===== src/rtl/serial_pkg.sv =====
// Field widths shared by the serial message front end.
// Each capture register instance uses one of these as its width.
package serial_pkg;

    localparam int PORT_W = 2;
    localparam int LEN_W  = 4;
    localparam int WORD_W = 8;

endpackage


===== src/rtl/sat_counter.sv =====
// Saturating up-counter with a registered at-max flag.
// Clear wins over load_max, and load_max wins over inc; nothing changes while en is low.
module sat_counter #(
    parameter int MAX = 2,
    parameter int W   = $clog2(MAX + 1)
) (
    input  logic         clk,
    input  logic         rst,
    input  logic         en,
    input  logic         clear,
    input  logic         load_max,
    input  logic         inc,
    output logic [W-1:0] count,
    output logic         at_max
);

    localparam logic [W-1:0] MAX_V = W'(MAX);

    logic [W-1:0] count_q, count_d;
    logic         at_max_q, at_max_d;

    always_comb begin
        count_d = count_q;
        if (en) begin
            if (clear)
                count_d = '0;
            else if (load_max)
                count_d = MAX_V;
            else if (inc && (count_q != MAX_V))
                count_d = count_q + 1'b1;
        end
        // at_max is registered from the next count so it never lags count.
        at_max_d = (count_d == MAX_V);
    end

    always_ff @(posedge clk or posedge rst) begin
        if (rst) begin
            count_q  <= '0;
            at_max_q <= 1'b0;
        end else begin
            count_q  <= count_d;
            at_max_q <= at_max_d;
        end
    end

    assign count  = count_q;
    assign at_max = at_max_q;

endmodule


===== src/rtl/serial_shift_capture.sv =====
// Serial-to-parallel capture register with a bit-order option, parallel load, clear and serial-out.
// A bit counter reports when the field is full and pulses done on the shift that fills it.
module serial_shift_capture
    import serial_pkg::*;
#(
    parameter int WIDTH     = PORT_W,
    parameter bit MSB_FIRST = 1'b1,
    parameter int CW        = $clog2(WIDTH + 1)
) (
    input  logic             clock,
    input  logic             reset,
    input  logic             clkEN,
    input  logic             sh_en,
    input  logic             SerIn,
    input  logic             ld_en,
    input  logic [WIDTH-1:0] par_in,
    input  logic             clr,
    output logic [WIDTH-1:0] par_out,
    output logic             SerOut,
    output logic [CW-1:0]    count,
    output logic             full,
    output logic             done
);

    localparam logic [CW-1:0] LAST_V = CW'(WIDTH - 1);

    logic [WIDTH-1:0] field_q, field_d;
    logic [WIDTH-1:0] shifted;
    logic             done_q, done_d;
    logic [CW-1:0]    count_w;
    logic             full_w;

    generate
        if (MSB_FIRST) begin : g_msb_first
            assign shifted = {field_q[WIDTH-2:0], SerIn};
            assign SerOut  = field_q[WIDTH-1];
        end else begin : g_lsb_first
            assign shifted = {SerIn, field_q[WIDTH-1:1]};
            assign SerOut  = field_q[0];
        end
    endgenerate

    always_comb begin
        field_d = field_q;
        done_d  = 1'b0;
        if (clkEN) begin
            if (clr) begin
                field_d = '0;
            end else if (ld_en) begin
                field_d = par_in;
            end else if (sh_en) begin
                field_d = shifted;
                // Only the shift that moves count from WIDTH-1 to WIDTH fires done.
                done_d  = (count_w == LAST_V);
            end
        end
    end

    always_ff @(posedge clock or posedge reset) begin
        if (reset) begin
            field_q <= '0;
            done_q  <= 1'b0;
        end else begin
            field_q <= field_d;
            done_q  <= done_d;
        end
    end

    sat_counter #(
        .MAX (WIDTH),
        .W   (CW)
    ) u_counter (
        .clk      (clock),
        .rst      (reset),
        .en       (clkEN),
        .clear    (clr),
        .load_max (ld_en),
        .inc      (sh_en),
        .count    (count_w),
        .at_max   (full_w)
    );

    assign par_out = field_q;
    assign count   = count_w;
    assign full    = full_w;
    assign done    = done_q;

endmodule

===== config.mk =====
export PLATFORM = sky130hd
export DESIGN_NAME = serial_shift_capture
export DESIGN_NICKNAME = d
export VERILOG_FILES = /design/src/rtl/serial_pkg.sv /design/src/rtl/sat_counter.sv /design/src/rtl/serial_shift_capture.sv
export SDC_FILE = /design/constraint.sdc
export NUM_CORES = 1
export LEC_CHECK = 0
export BUFFER_PORTS_ARGS = -buffer_cell sky130_fd_sc_hd__buf_4
export CORE_AREA = 2 2 39 41
export CTS_CLUSTER_SIZE = 12
export DETAILED_ROUTE_END_ITERATION = 8
export DIE_AREA = 0 0 41 43
export GPL_TIMING_DRIVEN = 0
export HOLD_SLACK_MARGIN = 0.05
export PLACE_DENSITY_LB_ADDON = 0.3
export SLEW_MARGIN = 0
export SYNTH_ARGS = -nofsm -noshare
export SYNTH_HDL_FRONTEND = slang
export SYNTH_SLANG_ARGS = --single-unit

===== constraint.sdc =====
create_clock -name clock -period 1.3 [get_ports clock]
set_input_delay 0.065 -clock clock [delete_from_list [all_inputs] [get_ports clock]]
set_output_delay 0.065 -clock clock [all_outputs]
set_load 0.005 [all_outputs]

==> impl_metrics.tcl, run 1 <==
set metrics [dict create \
    drt_wl_total_um 704 \
    die_area_um2 1760 \
    cts_tree "done" \
    cts-buffers-inserted 3 \
    grt_pass1_wl_um 1120 \
    grt_overflow 0 \
    synth.cell_area_um2 344 \
    worstMarginPinSlew_ns 0.321 \
    r2r_cells 6 \
    switchingPower_mw 0.131 \
    violations "setup timing" \
    relSlewSlack_pct 78.5 \
    tns_ns -0.0330 \
    ant_nets 0 \
    drt_iter0_drc 4 \
    crit_path_top_delay_cell "dfrtp_1" \
    htreeDepth 1 \
    die_h_um 43 \
    cp.required_ns 1.41 \
    slew_viol_final 0 \
    place_area_um2 472 \
    p_leak_nw 0.268 \
    ys_types 15 \
    yosysWarnings 0 \
    min_path_type "in -> reg" \
    ys_seq_elements 6 \
    area_growth_pct 52.4 \
    fin_skew_ns 0.00123 \
    antenna_found_initial 0 \
    antenna_cells 0 \
    final_hold_viol_count 0 \
    via_per_inst 4.39 \
    layout.nets 67 \
    clockPowerShare_pct 30.6 \
    p_per_area_nw_per_um2 1010 \
    dp_cells 64 \
    period_share_pct 103 \
    wire_per_inst_um 10.1 \
    fin_crit_ns 1.33 \
    drc 0 \
    crit_fanout 2 \
    start_kind "flop" \
    fill_cells 152 \
    peakVddDrop_v 0.000337 \
    initial_core_util_pct 24.9 \
    synth_cells 34 \
    critical_path.cell_chain "inv_1 > ha_2 > and2b_1 > o31ai_2 > nand2_1 > o311a_1" \
    cts.sinks 6 \
    synth-seq-area-share_pct 43.6 \
    core_area_um2 1380 \
    outcome "finished, violations left" \
    grt_max_degree 8 \
    place.gp.congestion 0.672 \
    crit_type "reg -> reg" \
    cts_root_buf "clkbuf_4" \
    fmax_ghz 0.750 \
    seqPwrFrac_pct 41.0 \
    io_pins 16 \
    setup_viol 1 \
    grt_pass1_vias 279 \
    rsz0062_at_grt "yes" \
    insertion_delay_ns 0.23 \
    maxCapViolCount 0 \
    num_vias 307 \
    comb_power_share_pct 28.3 \
    clk_pin_slew_ns 0.04 \
    fin_cells 70 \
    power_mw 0.528 \
    switching_share_pct 24.9 \
    critPathArrivalTime_ns 1.45 \
    dieWidth_um 41 \
    intPower_mw 0.397 \
    syn-num-nets 45 \
    track_usage_pct 9.89 \
    hpwlAfterDp_um 534 \
    fin_area_um2 524 \
    worst_hold_slack_ns 0.0790 \
    syn_avg_cell_area_um2 10.1 \
    worst_slack_ns -0.0330 \
    rows 14 \
    max_stage_delay_ns 0.38 \
    hold_depth 2 \
    drive_gt1_share_pct 48.1 \
    endpoint_kind "flop" \
    firstDrtPassIters 2 \
    port-buffer-count 14 \
    clock_path_buffers 2 \
]
-- metrics by stage --
stage	util (%)	setup WS (ns)
floorplan	-	-0.0187
global placement	34.1	-0.109
detailed placement	34.1	-0.123
CTS	37.5	-0.0568
global route	37.9	-0.118
finish	37.9	-0.0330
-- state kept, by name, indices dropped and copies added, names as in the netlist --
name              flops
u_counter.count       2
par_out               2
u_counter.at_max      1
done                  1
-- final cells by class --
cell class	count	area, um2	share of cell area (%)
clock buffers	3	22.5	4.30
well taps	16	20.0	3.82
repair buffers	17	130	24.8
flip-flops and latches	6	150	28.6
inverters	4	15.0	2.86
multi-input cells	22	171	32.7
plain buffers	2	15.0	2.86
-- final timing paths --
path	start	end	slack (ns)
max in group asynchronous	reset	par_out[1]	0.82
worst max register to register	u_counter.count[0]	u_counter.at_max	-0.03
worst min-delay path	clr	par_out[1]	0.08
min in group asynchronous	reset	u_counter.at_max	0.29
worst min register to register	par_out[1]	par_out[1]	0.51
worst max-delay path	u_counter.count[0]	u_counter.at_max	-0.03
-- worst max-delay path, delay by kind of cell, from the launching register on --
kind | cells | cell delay (ns)
simple gates | 2 | 0.30
buf+inv | 1 | 0.06
flops | 1 | 0.38
compound gates | 2 | 0.32
fa+ha+maj | 1 | 0.16
-- cell families (layout without fill, tap and decap cells) --
group / Yosys count / count (layout) / share of synthesized area (%)
AOI/OAI and AO/OA: 9 / 9 / 22.2
muxes: 2 / 2 / 5.82
buffers and inverters: 6 / 26 / 8.72
DFF: 6 / 6 / 43.6
and+or+nand+nor: 9 / 9 / 12.4
adders and majority gates: 2 / 2 / 7.27
-- cells in the mapped netlist --
library cell	n	area (um2)
o21bai_1	1	7.51
o31ai_1	4	30.0
and2b_1	1	7.51
buf_4	2	15.0
o311a_1	1	10.0
o31ai_2	1	12.5
ha_1	2	25.0
inv_1	4	15.0
nand2b_2	1	8.76
dfrtp_1	6	150
mux2i_1	2	20.0
nand2_1	5	18.8
a32o_2	1	11.3
nor2_1	2	7.51
o21ai_1	1	5.00
-- routing by layer --
layer / GRT usage, % / vias up / share of wire (%)
met4: 10.0 / 0 / 0
met2: 12.2 / 9 / 46
met5: 0 / - / 0
met1: 13.4 / 139 / 48
li1: - / 159 / -
met3: 1.57 / 0 / 5.7
-- cell usage in the layout (no fill, tap or decap) --
master         Yosys  final
a32o_2             1      1
nor2_1             2      2
o31ai_2            1      2
mux2i_1            2      2
dfrtp_1            6      6
dlygate4sd3_1      0      1
nand2b_2           1      1
and2b_1            1      1
clkbuf_4           0      3
ha_2               0      1
o21bai_1           1      1
o21ai_1            1      1
o31ai_1            4      3
ha_1               2      1
nand2_1            5      5
o311a_1            1      1
inv_1              4      4
buf_4              2     18
-- repair_timing --
item,CTS,global route
buffers inserted,2,0
pin swaps,1,1
setup endpoints to repair,2,2
hold buffers,1,0
gates resized for setup,0,1
hold endpoints to repair,6,0
-- power groups by stage --
stage          combinational, mW  sequential, mW  clock [mW]
2_1_floorplan             0.0626           0.223           0
6_report                   0.150           0.217       0.162
3_3_place_gp               0.128           0.225           0
3_5_place_dp               0.128           0.225           0
4_1_cts                    0.150           0.217       0.168
5_1_grt                    0.167           0.220       0.185
Power figures use the tool's default switching activity.
==> run 2, diff against run 1 <==
GPL_TIMING_DRIVEN = default   (was 0)
==> impl_metrics.tcl, run 2 (synthesized netlist as in run 1, its figures left out) <==
set metrics [dict create \
    ant_nets 0 \
    tns_ns -0.0539 \
    switching_share_pct 24.6 \
    relSlewSlack_pct 78.5 \
    clock_path_buffers 2 \
    drc 0 \
    slew_viol_final 0 \
    comb_power_share_pct 28.1 \
    grt_overflow 0 \
    dp_cells 65 \
    final_cell_mix "buf_4, dfrtp_1, nand2_1" \
    cts-buffers-inserted 3 \
    final_hold_viol_count 0 \
    grt_pass1_wl_um 1030 \
    worst_slack_ns -0.0539 \
    die_h_um 43 \
    firstDrtPassIters 3 \
    rsz0062_at_grt "yes" \
    drive_gt1_share_pct 48.1 \
    p_per_area_nw_per_um2 1000 \
    via_per_inst 4.40 \
    layout.nets 67 \
    violations "setup timing" \
    crit_type "reg -> reg" \
    dieWidth_um 41 \
    endpoint_kind "flop" \
    cts_tree "done" \
    cts_root_buf "clkbuf_4" \
    dp_slack_ns -0.0731 \
    switchingPower_mw 0.129 \
    maxCapViolCount 0 \
    crit_fanout 2 \
    track_usage_pct 8.77 \
    cp.required_ns 1.41 \
    drt_wl_total_um 665 \
    seqPwrFrac_pct 41.0 \
    fmax_ghz 0.739 \
    clk_pin_slew_ns 0.04 \
    min_path_type "in -> reg" \
    core_area_um2 1380 \
    die_area_um2 1760 \
    io_pins 16 \
    cts.sinks 6 \
    antenna_cells 0 \
    worstMarginPinSlew_ns 0.320 \
    grt_pass1_vias 259 \
    wire_per_inst_um 9.50 \
    final_common_cell "buf_4" \
    rows 14 \
    drt_iter0_drc 3 \
    fin_crit_ns 1.35 \
    peakVddDrop_v 0.000213 \
    setup_viol 1 \
    intPower_mw 0.396 \
    p_leak_nw 0.268 \
    num_vias 308 \
    clockPowerShare_pct 30.8 \
    fin_skew_ns 0.000836 \
    place.gp.congestion 0.734 \
    start_kind "flop" \
    outcome "finished, violations left" \
    htreeDepth 1 \
    grt_max_degree 8 \
    insertion_delay_ns 0.24 \
    initial_core_util_pct 24.9 \
    area_growth_pct 52.4 \
    critPathArrivalTime_ns 1.47 \
    port-buffer-count 15 \
    antenna_found_initial 0 \
    fin_cells 70 \
    period_share_pct 104 \
    hpwlAfterDp_um 538 \
]
## run 2: final timing paths
path | startpoint | end | slack [ns] | cells past startpoint
worst max-delay path | u_counter.count[0] | u_counter.at_max | -0.05 | 6
worst min-delay path | clr | par_out[1] | 0.08 | 2
worst max register to register | u_counter.count[0] | u_counter.at_max | -0.05 | 6
worst min register to register | par_out[0] | par_out[0] | 0.51 | 2
max in group asynchronous | reset | u_counter.at_max | 0.83 | 3
min in group asynchronous | reset | par_out[1] | 0.29 | 3
## run 2: what timing repair did
item | in CTS | in global routing
pin swaps | 1 | 0
endpoints found under the hold margin | 6 | 0
resized for setup | 1 | 0
endpoints found under the setup margin | 1 | 2
setup buffers | 0 | 1
hold buffers | 1 | 0
## run 2: power by group through the flow
stage | clock [mW] | combinational [mW] | sequential [mW]
2_1_floorplan | 0 | 0.0626 | 0.223
3_3_place_gp | 0 | 0.141 | 0.218
3_5_place_dp | 0 | 0.140 | 0.218
4_1_cts | 0.170 | 0.145 | 0.216
5_1_grt | 0.179 | 0.164 | 0.218
6_report | 0.162 | 0.148 | 0.215
## run 2: layer usage
layer  vias to the layer above  wire (um)  GRT usage [%]
li1                        160          -              -
met1                       135        314           13.7
met2                        11        301           9.38
met3                         2         33              0
met4                         0         15           10.0
met5                         -          0              0
## run 2: cell type report
class                      instances  area (um2)
inverter                           4        15.0
fill                             138         860
multi-input combinational         22         171
timing repair buffer              19         145
sequential                         6         150
tap                               16        20.0
clock buffer                       3        22.5
## run 2: metrics by stage
stage	instance area, um2	hold slack (ns)	util, %	power (mW)
after global routing	524	0.0752	37.9	0.561
after global placement	479	-0.00859	34.6	0.359
final	524	0.0755	37.9	0.525
after CTS	517	0.0653	37.3	0.531
after floorplan	347	-0.144	-	0.286
after detailed placement	479	-0.00895	34.6	0.358
## run 2: worst max-delay path, stage by stage (launching register included)
cell and delay (ns):
dfrtp_1 0.37, inv_1 0.06, ha_2 0.17, and2b_1 0.20, o31ai_2 0.20, nand2_1 0.10
o311a_1 0.13
